==> src/rtl/keypad_scanner.sv <==
// keypad_scanner: 4x4 hex keypad row scan, debounce and single-cycle key event.
// Optional macro KEYPAD_REPEAT_EN adds auto-repeat pulses while a key is held.
// Rev 1.0
`default_nettype none

module keypad_scanner #(
  parameter int SCAN_DIV        = 6000,
  parameter int DEBOUNCE_CYCLES = 60000,
  parameter int REPEAT_CYCLES   = 1500000
) (
  input  logic       clk,
  input  logic       rstn,
  input  logic [3:0] col_i,
  output logic [3:0] row_o,
  output logic [3:0] key_o,
  output logic       key_valid_o,
  output logic       key_held_o
);

  localparam int C_MAX_SD = (SCAN_DIV > DEBOUNCE_CYCLES) ? SCAN_DIV : DEBOUNCE_CYCLES;
  localparam int C_MAX    = (C_MAX_SD > REPEAT_CYCLES) ? C_MAX_SD : REPEAT_CYCLES;
  localparam int CNT_W    = (C_MAX > 1) ? $clog2(C_MAX) : 1;

  localparam logic [CNT_W-1:0] c_scan_last = CNT_W'(SCAN_DIV - 1);
  localparam logic [CNT_W-1:0] c_deb_last  = CNT_W'(DEBOUNCE_CYCLES - 1);
  localparam logic [CNT_W-1:0] c_cnt_one   = CNT_W'(1);

  typedef enum logic [1:0] {
    S_SCAN     = 2'd0,
    S_DEBOUNCE = 2'd1,
    S_PRESSED  = 2'd2,
    S_RELEASE  = 2'd3
  } state_t;

  state_t           r_state;
  logic [CNT_W-1:0] r_cnt;
  logic [3:0]       r_sync1;
  logic [3:0]       r_col_s;
  logic [1:0]       r_row;
  logic [3:0]       r_row_o;
  logic [1:0]       r_col;
  logic [3:0]       r_key;
  logic             r_valid;
  logic             r_held;

  logic [1:0]       w_low_col;
  logic [1:0]       w_row_next;
  logic [3:0]       w_row_o_next;
  logic [3:0]       w_map;

`ifdef KEYPAD_REPEAT_EN
  localparam logic [CNT_W-1:0] c_rep_last = CNT_W'(REPEAT_CYCLES - 1);
  logic [CNT_W-1:0] r_rep;
`endif

  function automatic logic [3:0] key_map(input logic [1:0] row, input logic [1:0] col);
    logic [3:0] k;
    case ({row, col})
      4'b00_00: k = 4'h1;  4'b00_01: k = 4'h2;  4'b00_10: k = 4'h3;  4'b00_11: k = 4'hA;
      4'b01_00: k = 4'h4;  4'b01_01: k = 4'h5;  4'b01_10: k = 4'h6;  4'b01_11: k = 4'hB;
      4'b10_00: k = 4'h7;  4'b10_01: k = 4'h8;  4'b10_10: k = 4'h9;  4'b10_11: k = 4'hC;
      4'b11_00: k = 4'hE;  4'b11_01: k = 4'h0;  4'b11_10: k = 4'hF;  default:  k = 4'hD;
    endcase
    return k;
  endfunction

  // Lowest-index active-low column wins when several keys share the driven row.
  always_comb begin
    w_low_col = 2'd0;
    if (!r_col_s[0])      w_low_col = 2'd0;
    else if (!r_col_s[1]) w_low_col = 2'd1;
    else if (!r_col_s[2]) w_low_col = 2'd2;
    else if (!r_col_s[3]) w_low_col = 2'd3;
  end

  assign w_row_next   = r_row + 2'd1;
  assign w_row_o_next = {r_row_o[2:0], r_row_o[3]};
  assign w_map        = key_map(r_row, r_col);

  always_ff @(posedge clk or negedge rstn) begin
    if (!rstn) begin
      r_sync1 <= 4'b1111;
      r_col_s <= 4'b1111;
    end else begin
      r_sync1 <= col_i;
      r_col_s <= r_sync1;
    end
  end

  always_ff @(posedge clk or negedge rstn) begin
    if (!rstn) begin
      r_state <= S_SCAN;
      r_cnt   <= '0;
      r_row   <= 2'd0;
      r_row_o <= 4'b1110;
      r_col   <= 2'd0;
      r_key   <= 4'h0;
      r_valid <= 1'b0;
      r_held  <= 1'b0;
`ifdef KEYPAD_REPEAT_EN
      r_rep   <= '0;
`endif
    end else begin
      r_valid <= 1'b0;
`ifdef KEYPAD_REPEAT_EN
      // Anything outside PRESSED clears the repeat count, covering entry and exit.
      r_rep   <= '0;
`endif
      case (r_state)
        S_SCAN: begin
          if (r_cnt == c_scan_last) begin
            r_cnt <= '0;
            if (r_col_s == 4'b1111) begin
              r_row   <= w_row_next;
              r_row_o <= w_row_o_next;
            end else begin
              r_col   <= w_low_col;
              r_state <= S_DEBOUNCE;
            end
          end else begin
            r_cnt <= r_cnt + c_cnt_one;
          end
        end
        S_DEBOUNCE: begin
          if (r_col_s[r_col]) begin
            r_cnt   <= '0;
            r_row   <= w_row_next;
            r_row_o <= w_row_o_next;
            r_state <= S_SCAN;
          end else if (r_cnt == c_deb_last) begin
            r_cnt   <= '0;
            r_key   <= w_map;
            r_valid <= 1'b1;
            r_held  <= 1'b1;
            r_state <= S_PRESSED;
          end else begin
            r_cnt <= r_cnt + c_cnt_one;
          end
        end
        S_PRESSED: begin
          if (r_col_s == 4'b1111) begin
            r_cnt   <= '0;
            r_state <= S_RELEASE;
          end
`ifdef KEYPAD_REPEAT_EN
          else if (!r_col_s[r_col]) begin
            if (r_rep == c_rep_last) begin
              r_rep   <= '0;
              r_valid <= 1'b1;
            end else begin
              r_rep <= r_rep + c_cnt_one;
            end
          end else begin
            r_rep <= r_rep;
          end
`endif
        end
        default: begin
          if (r_col_s != 4'b1111) begin
            r_cnt <= '0;
          end else if (r_cnt == c_deb_last) begin
            r_cnt   <= '0;
            r_held  <= 1'b0;
            r_row   <= w_row_next;
            r_row_o <= w_row_o_next;
            r_state <= S_SCAN;
          end else begin
            r_cnt <= r_cnt + c_cnt_one;
          end
        end
      endcase
    end
  end

  assign row_o       = r_row_o;
  assign key_o       = r_key;
  assign key_valid_o = r_valid;
  assign key_held_o  = r_held;

endmodule

`default_nettype wire

==> config.mk <==
export PLATFORM = sky130hd
export DESIGN_NAME = keypad_scanner
export DESIGN_NICKNAME = d
export VERILOG_FILES = /design/src/rtl/keypad_scanner.sv
export SDC_FILE = /design/constraint.sdc
export NUM_CORES = 1
export LEC_CHECK = 0
export ABC_AREA = 1
export CAP_MARGIN = 5
export CELL_PAD_IN_SITES_DETAIL_PLACEMENT = 1
export CELL_PAD_IN_SITES_GLOBAL_PLACEMENT = 2
export CORE_MARGIN = 2
export CORE_UTILIZATION = 32
export DETAILED_ROUTE_END_ITERATION = 10
export PLACE_DENSITY_LB_ADDON = 0.1
export SETUP_SLACK_MARGIN = 0.05
export SLEW_MARGIN = 20
export SYNTH_ARGS = -nofsm -noshare
export SYNTH_HDL_FRONTEND = slang
export SYNTH_SLANG_ARGS = --single-unit
export TNS_END_PERCENT = 100
==> constraint.sdc <==
create_clock -name clk -period 1.6 [get_ports clk]
set_clock_uncertainty 0.1 [all_clocks]
set_input_delay 0.32 -clock clk [delete_from_list [all_inputs] [get_ports clk]]
set_output_delay 0.32 -clock clk [all_outputs]
set_load 0.05 [all_outputs]
==> flow_metrics.tcl, run 1 <==
set metrics [dict create \
    ys_ff_latch 45 \
    wirelength_um 11800 \
    syn_area_mm2 0.00313 \
    num_vias 3471 \
    drtAntennaViolNets 0 \
    combPwrFrac_pct 4.0 \
    crit_required_ns 1.70 \
    power_frac_seq_pct 53.7 \
    syn2layout_area_growth_pct 53.0 \
    ioPinCount 16 \
    worst_hold_slack_ns 0.261 \
    seq_area_frac_synth_pct 36.4 \
    worst_skew_pair.late_latency_ns 0.32 \
    fin_util_pct 49.7 \
    clock_tree.root_cell "clkbuf_8" \
    vdd_drop_max_uv 330 \
    grt_max_degree 46 \
    cts_tree "done" \
    die_h_um 103 \
    hp-class "register to register" \
    grtUsageTotal_pct 23.3 \
    p_switching_mw 0.508 \
    path_buf_inv 1 \
    final-setup-viol-count 27 \
    finalMaxSlewViolations 0 \
    switching_share_pct 23.5 \
    rows 36 \
    rsz0062_at_grt "true" \
    antenna_found_initial 0 \
    final_cell_mix "nand2_1, buf_4, nand3_1, nand4_1, inv_1" \
    powerDensity_mw_per_mm2 452 \
    port_buffers 15 \
    cp-end-kind "register" \
    grt_pass1_wl_um 18800 \
    path_delay_family "simple AND/OR/NAND/NOR gates" \
    outcome "complete, but fails checks" \
    fin_nets 554 \
    cts_max_path_buffers 2 \
    violations "negative setup slack" \
    p_leak_nw 2.16 \
    antennaDiodeCount 0 \
    clock_power_share_pct 42.3 \
    dieArea_mm2 0.0106 \
    core_area_mm2 0.00964 \
    clock.fmax_ghz 0.573 \
    dp_worst_setup_slack_ns -0.158 \
    syn-instance-count 436 \
    drcViolationCount 0 \
    crit_slowest_cell "dfrtp_1" \
    p_int_mw 1.66 \
    criticalPathCategory "register to register" \
    period_minus_slack_ns 1.75 \
    cts_buffers 5 \
    place.gp.congestion 0.850 \
    fin_crit_sh_pct 109 \
    cp_data_arrival_time_ns 1.85 \
    path_cells "buf_6, nor2_1, nand2_1, nor2_2, nand3_4, nand2_4, nand3_4, o21ai_2, nand2_1" \
    crit_path_start_kind "register" \
    overflow 0 \
    wl_per_cell_um 17.4 \
    die_w_um 103 \
    cts_htree_levels 2 \
    drive_gt1_share_pct 42.7 \
    cts.clk_slew.worst_paths_ns 0.11 \
    firstDrtPassIters 4 \
    slew_headroom_pct 69.7 \
    synth_nets 448 \
    ys_warn_count 0 \
    hpwl_um 8480 \
    layout_commonest_cell "nand2_1" \
    yosysUniqueCellTypes 34 \
    worst_slew_pin_slew_ns 0.450 \
    grt_pass1_vias 3533 \
    power.total_mw 2.17 \
    initial_core_util_pct 32.5 \
    avgSynthCellArea_um2 7.18 \
    finalWorstSetupSlack_ns -0.146 \
    routed_via_density 5.13 \
    hold_viol 0 \
    drt-initial-drc-count 109 \
    drv_cap 0 \
    crit_fanout 5 \
    cts_sinks 45 \
    cp_slowest_stage_delay_ns 0.44 \
]
==> registers in the layout, summed over array words and instances, names as in the netlist, 2 cells and up <==
| name | flops |
|---|---|
| r_cnt | 21 |
| r_row | 2 |
| r_col_s | 4 |
| r_sync1 | 4 |
| row_o | 4 |
| r_state | 2 |
| r_col | 2 |
| key_o | 4 |
==> synth_stat cells <==
cell,instances,area (µm²)
clkbuf_1,4,15.0
nor3_2,1,10.0
inv_1,38,143
nand4_1,44,275
nand3_1,48,240
nor3_1,3,15.0
nor2_8,1,20.0
nand2_4,3,33.8
nand3_2,4,40.0
xnor2_1,1,8.76
nor2_4,4,45.0
a21o_1,1,7.51
xor2_1,6,52.6
inv_2,11,41.3
nor2_1,55,206
o21ai_2,1,8.76
o211ai_1,4,30.0
o21ai_0,11,55.1
dfstp_2,11,289
nand3_4,2,35.0
or2_2,2,12.5
dfrtp_1,34,851
o21ai_1,2,10.0
buf_2,8,40.0
ha_1,6,75.1
o31ai_1,1,7.51
nand2_1,103,387
o221ai_1,1,8.76
clkinv_1,1,3.75
buf_1,1,3.75
nor2_2,6,37.5
a21oi_1,6,30.0
nand2_2,5,31.3
o2111ai_1,7,61.3
==> per-layer routing <==
metal,share of wire [%],global-route usage (%)
met5,0,0
met4,1.4,5.67
met3,4.1,3.12
met2,48,38.3
met1,46,32.4
==> power groups by stage <==
stage	sequential [mW]	combinational [mW]	clock (mW)
after global routing	1.16	0.0935	0.982
after global placement	1.18	0.0756	0
after floorplan	1.18	0.0181	0
after detailed placement	1.18	0.0753	0
final	1.16	0.0857	0.917
after CTS	1.16	0.0812	0.934
==> path summary, 6_finish.rpt <==
| path | slack [ns] | depth (start not counted) | end | from |
|---|---|---|---|---|
| min in group asynchronous | 0.42 | 3 | r_cnt[11]$_DFFE_PN0N_ | rstn |
| worst max-delay path | -0.15 | 9 | r_row[1]$_DFFE_PN0P_ | r_cnt[8]$_DFFE_PN0N_ |
| max in group asynchronous | 0.68 | 3 | r_col_s[1]$_DFF_PN1_ | rstn |
| worst max register to register | -0.15 | 9 | r_row[1]$_DFFE_PN0P_ | r_cnt[8]$_DFFE_PN0N_ |
| worst min register to register | 0.26 | 0 | r_col_s[1]$_DFF_PN1_ | r_sync1[1]$_DFF_PN1_ |
| worst min-delay path | 0.26 | 0 | r_col_s[1]$_DFF_PN1_ | r_sync1[1]$_DFF_PN1_ |
==> through the flow <==
stage	std cells	cell area (µm²)	setup TNS, ns
2_1_floorplan	436	3150	-0.0150
3_3_place_gp	651	4150	-1.49
3_5_place_dp	651	4150	-2.70
4_1_cts	671	4530	-1.80
5_1_grt	676	4790	-6.51
6_report	676	4790	-1.96
==> logic make-up after synthesis <==
| group | Yosys count | synth area share (%) |
|---|---|---|
| compound gates | 34 | 6.99 |
| xor+xnor | 7 | 1.96 |
| fa+ha+maj | 6 | 2.40 |
| buf+inv | 63 | 7.87 |
| flops | 45 | 36.4 |
| simple gates | 281 | 44.4 |
==> area by class of cell <==
type                    instances  area, µm²
well taps                     133        166
multi-input cells             329       2080
flip-flops and latches         45       1150
repair buffers                111       1090
inverters                      50        190
fillers                      1193       4850
clock inverters                 2       38.8
clock buffers                   6       72.6
==> what timing repair did <==
action                                  CTS  global route
gates resized for setup                  49            62
endpoints found under the setup margin   36            37
setup buffers                             9             6
cloned                                    2             0
hold buffers                              1             0
pin swaps                                15            20
hold endpoints to repair                 34             0
No activity file was read; power rests on OpenSTA's default activity.
==> run 2, diff against run 1 <==
--- a/config.mk
+++ b/config.mk
@@ -10,7 +10,7 @@
 export CELL_PAD_IN_SITES_DETAIL_PLACEMENT = 1
 export CELL_PAD_IN_SITES_GLOBAL_PLACEMENT = 2
 export CORE_MARGIN = 2
-export CORE_UTILIZATION = 32
+export CORE_UTILIZATION = 35
 export DETAILED_ROUTE_END_ITERATION = 10
 export PLACE_DENSITY_LB_ADDON = 0.1
 export SETUP_SLACK_MARGIN = 0.05
==> constraint.sdc (replaced) <==
create_clock -name clk -period 1.9 [get_ports clk]
set_clock_uncertainty 0.1 [all_clocks]
set_input_delay 0.38 -clock clk [delete_from_list [all_inputs] [get_ports clk]]
set_output_delay 0.38 -clock clk [all_outputs]
set_load 0.05 [all_outputs]
==> run 2 against run 1 <==
  * The flow now finishes without violations
  * Register-to-register slack better by 0.29 ns
  * Sequential cell count did not move
  * Global-route usage fell by 1.1 points
  * Clock-buffer cell count unchanged
  * Die area down 8.2%
  * Critical path depth stayed put
  * Via count decreased by 9.4%
  * Sequential power shrank 16%
  * Setup slack gained 0.29 ns
  * Highest routed layer unchanged
==> flow_metrics.tcl, run 2 (synthesized netlist as in run 1, its figures left out) <==
set metrics [dict create \
    p_leak_nw 1.65 \
    finalMaxSlewViolations 0 \
    worst_slew_pin_slew_ns 0.416 \
    crit_path_start_kind "register" \
    hold_viol 0 \
    place.gp.congestion 0.934 \
    dieArea_mm2 0.00972 \
    drtAntennaViolNets 0 \
    slew_headroom_pct 72.0 \
    clock_power_share_pct 37.7 \
    wirelength_um 10200 \
    syn2layout_area_growth_pct 18.8 \
    vdd_drop_max_uv 255 \
    firstDrtPassIters 4 \
    powerDensity_mw_per_mm2 449 \
    cts_htree_levels 2 \
    p_switching_mw 0.415 \
    cp-end-kind "register" \
    power_frac_seq_pct 58.6 \
    hpwl_um 7670 \
    antennaDiodeCount 0 \
    cp_slowest_stage_delay_ns 0.45 \
    rsz0062_at_grt "true" \
    fin_nets 484 \
    cp_data_arrival_time_ns 1.86 \
    drcViolationCount 0 \
    die_w_um 98.6 \
    crit_fanout 10 \
    num_vias 3146 \
    outcome "finished clean" \
    overflow 0 \
    ioPinCount 16 \
    crit_required_ns 2.00 \
    path_cells "nand2_1, inv_1, nand2_1, nor2_2, nand3_2, nand2_4, nand3_4, o21ai_2, nand2_1" \
    die_h_um 98.6 \
    antenna_found_initial 0 \
    port_buffers 15 \
    p_int_mw 1.25 \
    final-setup-viol-count 0 \
    wl_per_cell_um 17.6 \
    switching_share_pct 24.9 \
    power.total_mw 1.67 \
    rows 34 \
    crit_slowest_cell "dfrtp_2" \
    grtUsageTotal_pct 22.2 \
    drive_gt1_share_pct 24.3 \
    cts.clk_slew.worst_paths_ns 0.10 \
    core_area_mm2 0.00868 \
    path_common_cell "nand2_1" \
    grt_max_degree 46 \
    finalSetupTns_ns 0 \
    fin_crit_sh_pct 92.3 \
    fin_util_pct 42.9 \
    final_cell_mix "nand2_1, nor2_1, nand3_1" \
    criticalPathCategory "register to register" \
    routed_via_density 5.41 \
    period_minus_slack_ns 1.75 \
    worst_skew_pair.late_latency_ns 0.31 \
    cts_sinks 45 \
    grt_pass1_wl_um 17300 \
    cts_tree "done" \
    combPwrFrac_pct 3.7 \
    grt_pass1_vias 3327 \
    layout_commonest_cell "nand2_1" \
    clock.fmax_ghz 0.570 \
    largest_reg_flops 21 \
    hp-class "register to register" \
    clock_tree.root_cell "clkbuf_8" \
    cts_buffers 5 \
    initial_core_util_pct 36.1 \
    drt-initial-drc-count 128 \
    largest-register "r_cnt" \
    cts_max_path_buffers 2 \
    drv_cap 0 \
]
-- run 2: per-stage QoR --
step	setup slack, ns	area, µm²	hold slack, ns	instances
after floorplan	0.197	3130	-0.0156	436
after global placement	0.0885	3560	0.246	570
final	0.146	3720	0.261	581
after global routing	0.0243	3720	0.271	581
after CTS	0.0687	3650	0.261	579
after detailed placement	0.0799	3560	0.247	570
-- run 2: worst paths after layout --
path | startpoint | endpoint | slack [ns] | cells past startpoint
max in group asynchronous | rstn | r_sync1[3]$_DFF_PN1_ | 0.94 | 3
worst min-delay path | r_sync1[2]$_DFF_PN1_ | r_col_s[2]$_DFF_PN1_ | 0.26 | 0
worst min register to register | r_sync1[2]$_DFF_PN1_ | r_col_s[2]$_DFF_PN1_ | 0.26 | 0
min in group asynchronous | rstn | r_cnt[20]$_DFFE_PN0N_ | 0.48 | 3
worst max-delay path | r_cnt[8]$_DFFE_PN0N_ | r_row[1]$_DFFE_PN0P_ | 0.15 | 9
worst max register to register | r_cnt[8]$_DFFE_PN0N_ | r_row[1]$_DFFE_PN0P_ | 0.15 | 9
-- run 2: per-layer routing --
metal  part of all wire, %  GRT usage (%)  vias up
li1                      -              -     1530
met1                    50           31.7     1546
met2                    46           36.5       56
met3                   2.7           2.48       14
met4                   1.3           4.53        0
met5                     0              0        -
-- run 2: area by class of cell --
type                            instances  area [µm²]
Tap cell                              108         135
Fill cell                            1103        4960
Clock buffer                            6        72.6
Multi-Input combinational cell        328        1780
Clock inverter                          2        15.0
Timing Repair Buffer                   42         379
Inverter                               50         188
Sequential cell                        45        1150
-- run 2: power by group through the flow --
stage	Combinational, mW	Clock (mW)	Sequential (mW)
6_report	0.0618	0.629	0.979
5_1_grt	0.0686	0.679	0.980
4_1_cts	0.0623	0.642	0.979
3_5_place_dp	0.0606	0	0.997
3_3_place_gp	0.0593	0	0.996
2_1_floorplan	0.0148	0	0.995
-- run 2: worst max-delay path: cells and delay by family, from the launching register on --
family | cells | cell delay [ns]
flops | 1 | 0.45
simple gates | 7 | 0.85
compound gates | 1 | 0.15
buf+inv | 1 | 0.10
-- run 2: repair_timing --
action,4_1_cts,5_1_grt
resized for setup,0,23
endpoints found under the hold margin,34,0
setup endpoints to repair,0,32
buffers inserted,0,2
hold buffers,1,0
==> run 3, diff against run 2 <==
--- a/config.mk
+++ b/config.mk
@@ -10,7 +10,7 @@
 export CELL_PAD_IN_SITES_DETAIL_PLACEMENT = 1
 export CELL_PAD_IN_SITES_GLOBAL_PLACEMENT = 2
 export CORE_MARGIN = 2
-export CORE_UTILIZATION = 35
+export CORE_UTILIZATION = 38
 export DETAILED_ROUTE_END_ITERATION = 10
 export PLACE_DENSITY_LB_ADDON = 0.1
 export SETUP_SLACK_MARGIN = 0.05
==> constraint.sdc (replaced) <==
create_clock -name clk -period 2.23 [get_ports clk]
set_clock_uncertainty 0.1 [all_clocks]
set_input_delay 0.446 -clock clk [delete_from_list [all_inputs] [get_ports clk]]
set_output_delay 0.446 -clock clk [all_outputs]
set_load 0.05 [all_outputs]
==> run 3 against run 2 <==
  * Final cell count decreased by 2.8%
  * Register-to-register slack gained 0.16 ns
  * Total power shrank 15%
  * Critical endpoint is now key_held_o
  * Sequential cell count stayed put
  * Via count down 3.0%
  * Die area fell by 7.6%
==> flow_metrics.tcl, run 3 (synthesized netlist as in run 1, its figures left out) <==
set metrics [dict create \
    clock.fmax_ghz 0.481 \
    grt_pass1_vias 3090 \
    cts.clk_slew.worst_paths_ns 0.10 \
    p_switching_mw 0.352 \
    rsz0062_at_grt "false" \
    path_buf_inv 1 \
    cts_sinks 45 \
    crit_path_start_kind "register" \
    die_h_um 94.8 \
    die_w_um 94.8 \
    path_cells "clkdlybuf4s50_1" \
    drv_cap 0 \
    overflow 0 \
    num_vias 3051 \
    clock_power_share_pct 37.9 \
    final-setup-viol-count 0 \
    antennaDiodeCount 0 \
    p_int_mw 1.07 \
    combPwrFrac_pct 3.4 \
    port_buffers 15 \
    outcome "finished clean" \
    grtUsageMet3_pct 3.35 \
    drive_gt1_share_pct 15.9 \
    crit_required_ns 1.68 \
    switching_share_pct 24.8 \
    initial_core_util_pct 38.7 \
    drtAntennaViolNets 0 \
    clock_tree.root_cell "clkbuf_8" \
    globalRouteMet2Util_pct 38.4 \
    crit_fanout 2 \
    largest-register "r_cnt" \
    routed_via_density 5.40 \
    slew_headroom_pct 66.4 \
    p_leak_nw 1.56 \
    hpwl_um 7330 \
    cts_tree "done" \
    final_cell_mix "nand2_1, nor2_1, nand3_1" \
    dieArea_mm2 0.00898 \
    wirelength_um 9760 \
    powerDensity_mw_per_mm2 401 \
    vdd_drop_max_uv 192 \
    use_met1_pct 34.0 \
    r2r_start "r_cnt[1]$_DFFE_PN0N_" \
    stdcell_area_mm2 0.00354 \
    rows 33 \
    cp-end-kind "output port" \
    antenna_found_initial 0 \
    crit_slowest_cell "clkdlybuf4s50_1" \
    critPathLaunch "key_held_o$_DFFE_PN0P_" \
    cts_max_path_buffers 2 \
    finalSetupTns_ns 0 \
    finalMaxSlewViolations 0 \
    worst_skew_pair.late_latency_ns 0.31 \
    syn2layout_area_growth_pct 13.0 \
    period_minus_slack_ns 2.08 \
    wl_per_cell_um 17.3 \
    hold_viol 0 \
    fin_crit_sh_pct 93.1 \
    layout_commonest_cell "nand2_1" \
    worst_slew_pin_slew_ns 0.503 \
    drt-initial-drc-count 161 \
    placed_cell_area_mm2 0.00344 \
    cts_htree_levels 2 \
    drcViolationCount 0 \
    power_frac_seq_pct 58.7 \
    firstDrtPassIters 4 \
    hp-class "register to register" \
    cts_buffers 5 \
    hold_start "r_sync1[0]$_DFF_PN1_" \
    criticalPathCategory "register to output port" \
    cp_slowest_stage_delay_ns 0.82 \
    fin_nets 471 \
    path_delay_family "buffers and inverters" \
    ioPinCount 16 \
    grt_max_degree 18 \
    cp_data_arrival_time_ns 1.53 \
    grtUsageTotal_pct 23.7 \
    grt_pass1_wl_um 16300 \
    place.gp.congestion 0.847 \
    grt.busiest_layer "met2" \
    largest_reg_flops 21 \
    core_area_mm2 0.00809 \
]
-- run 3: cell types whose count changed in the layout (fill, tap and decap cells not counted), sizes merged --
| cell | previous run | this run |
|---|---|---|
| dlygate4sd2 | 0 | 2 |
| clkdlybuf4s50 | 4 | 11 |
| buf | 37 | 15 |
-- run 3: per-layer routing --
metal	share of wire [%]	vias to the layer above
li1	-	1514
met1	49	1488
met2	46	40
met3	3.2	9
met4	1.1	0
met5	0	-
-- run 3: power by group through the flow --
stage / clock network (mW) / logic (mW) / registers [mW]
6_report: 0.537 / 0.0481 / 0.833
5_1_grt: 0.587 / 0.0543 / 0.834
3_5_place_dp: 0 / 0.0483 / 0.848
4_1_cts: 0.552 / 0.0499 / 0.833
2_1_floorplan: 0 / 0.0126 / 0.848
3_3_place_gp: 0 / 0.0480 / 0.848
-- run 3: final timing paths --
path / endpoint / slack (ns) / cells past startpoint
worst max-delay path: key_held_o / 0.15 / 1
worst min-delay path: r_col_s[0]$_DFF_PN1_ / 0.26 / 0
worst max register to register: key_held_o$_DFFE_PN0P_ / 0.31 / 10
worst min register to register: r_col_s[0]$_DFF_PN1_ / 0.26 / 0
max in group asynchronous: row_o[2]$_DFFE_PN1P_ / 0.88 / 3
min in group asynchronous: r_cnt[14]$_DFFE_PN0N_ / 0.50 / 2
-- run 3: layout make-up --
cell class                 instances  area [µm²]
clock buffer                       6        72.6
clock inverter                     2        15.0
fill                            1079        4550
inverter                          50         188
multi-input combinational        328        1740
sequential                        45        1140
tap                              105         131
timing repair buffer              29         248
-- run 3: timing repair --
item | CTS | global route
endpoints found under the hold margin | 15 | 0
endpoints found under the setup margin | 2 | 0
hold buffers | 1 | 0
gates resized for setup | 2 | 0
buffers inserted | 0 | 0
-- run 3: through the flow --
stage	cells	util, %	power [mW]	hold slack, ns	setup slack, ns
2_1_floorplan	436	-	0.860	0.0504	0.527
3_3_place_gp	556	42.5	0.896	0.246	0.358
3_5_place_dp	556	42.5	0.897	0.247	0.302
4_1_cts	565	43.7	1.44	0.260	0.151
5_1_grt	565	43.7	1.48	0.262	0.0955
6_report	565	43.7	1.42	0.258	0.153
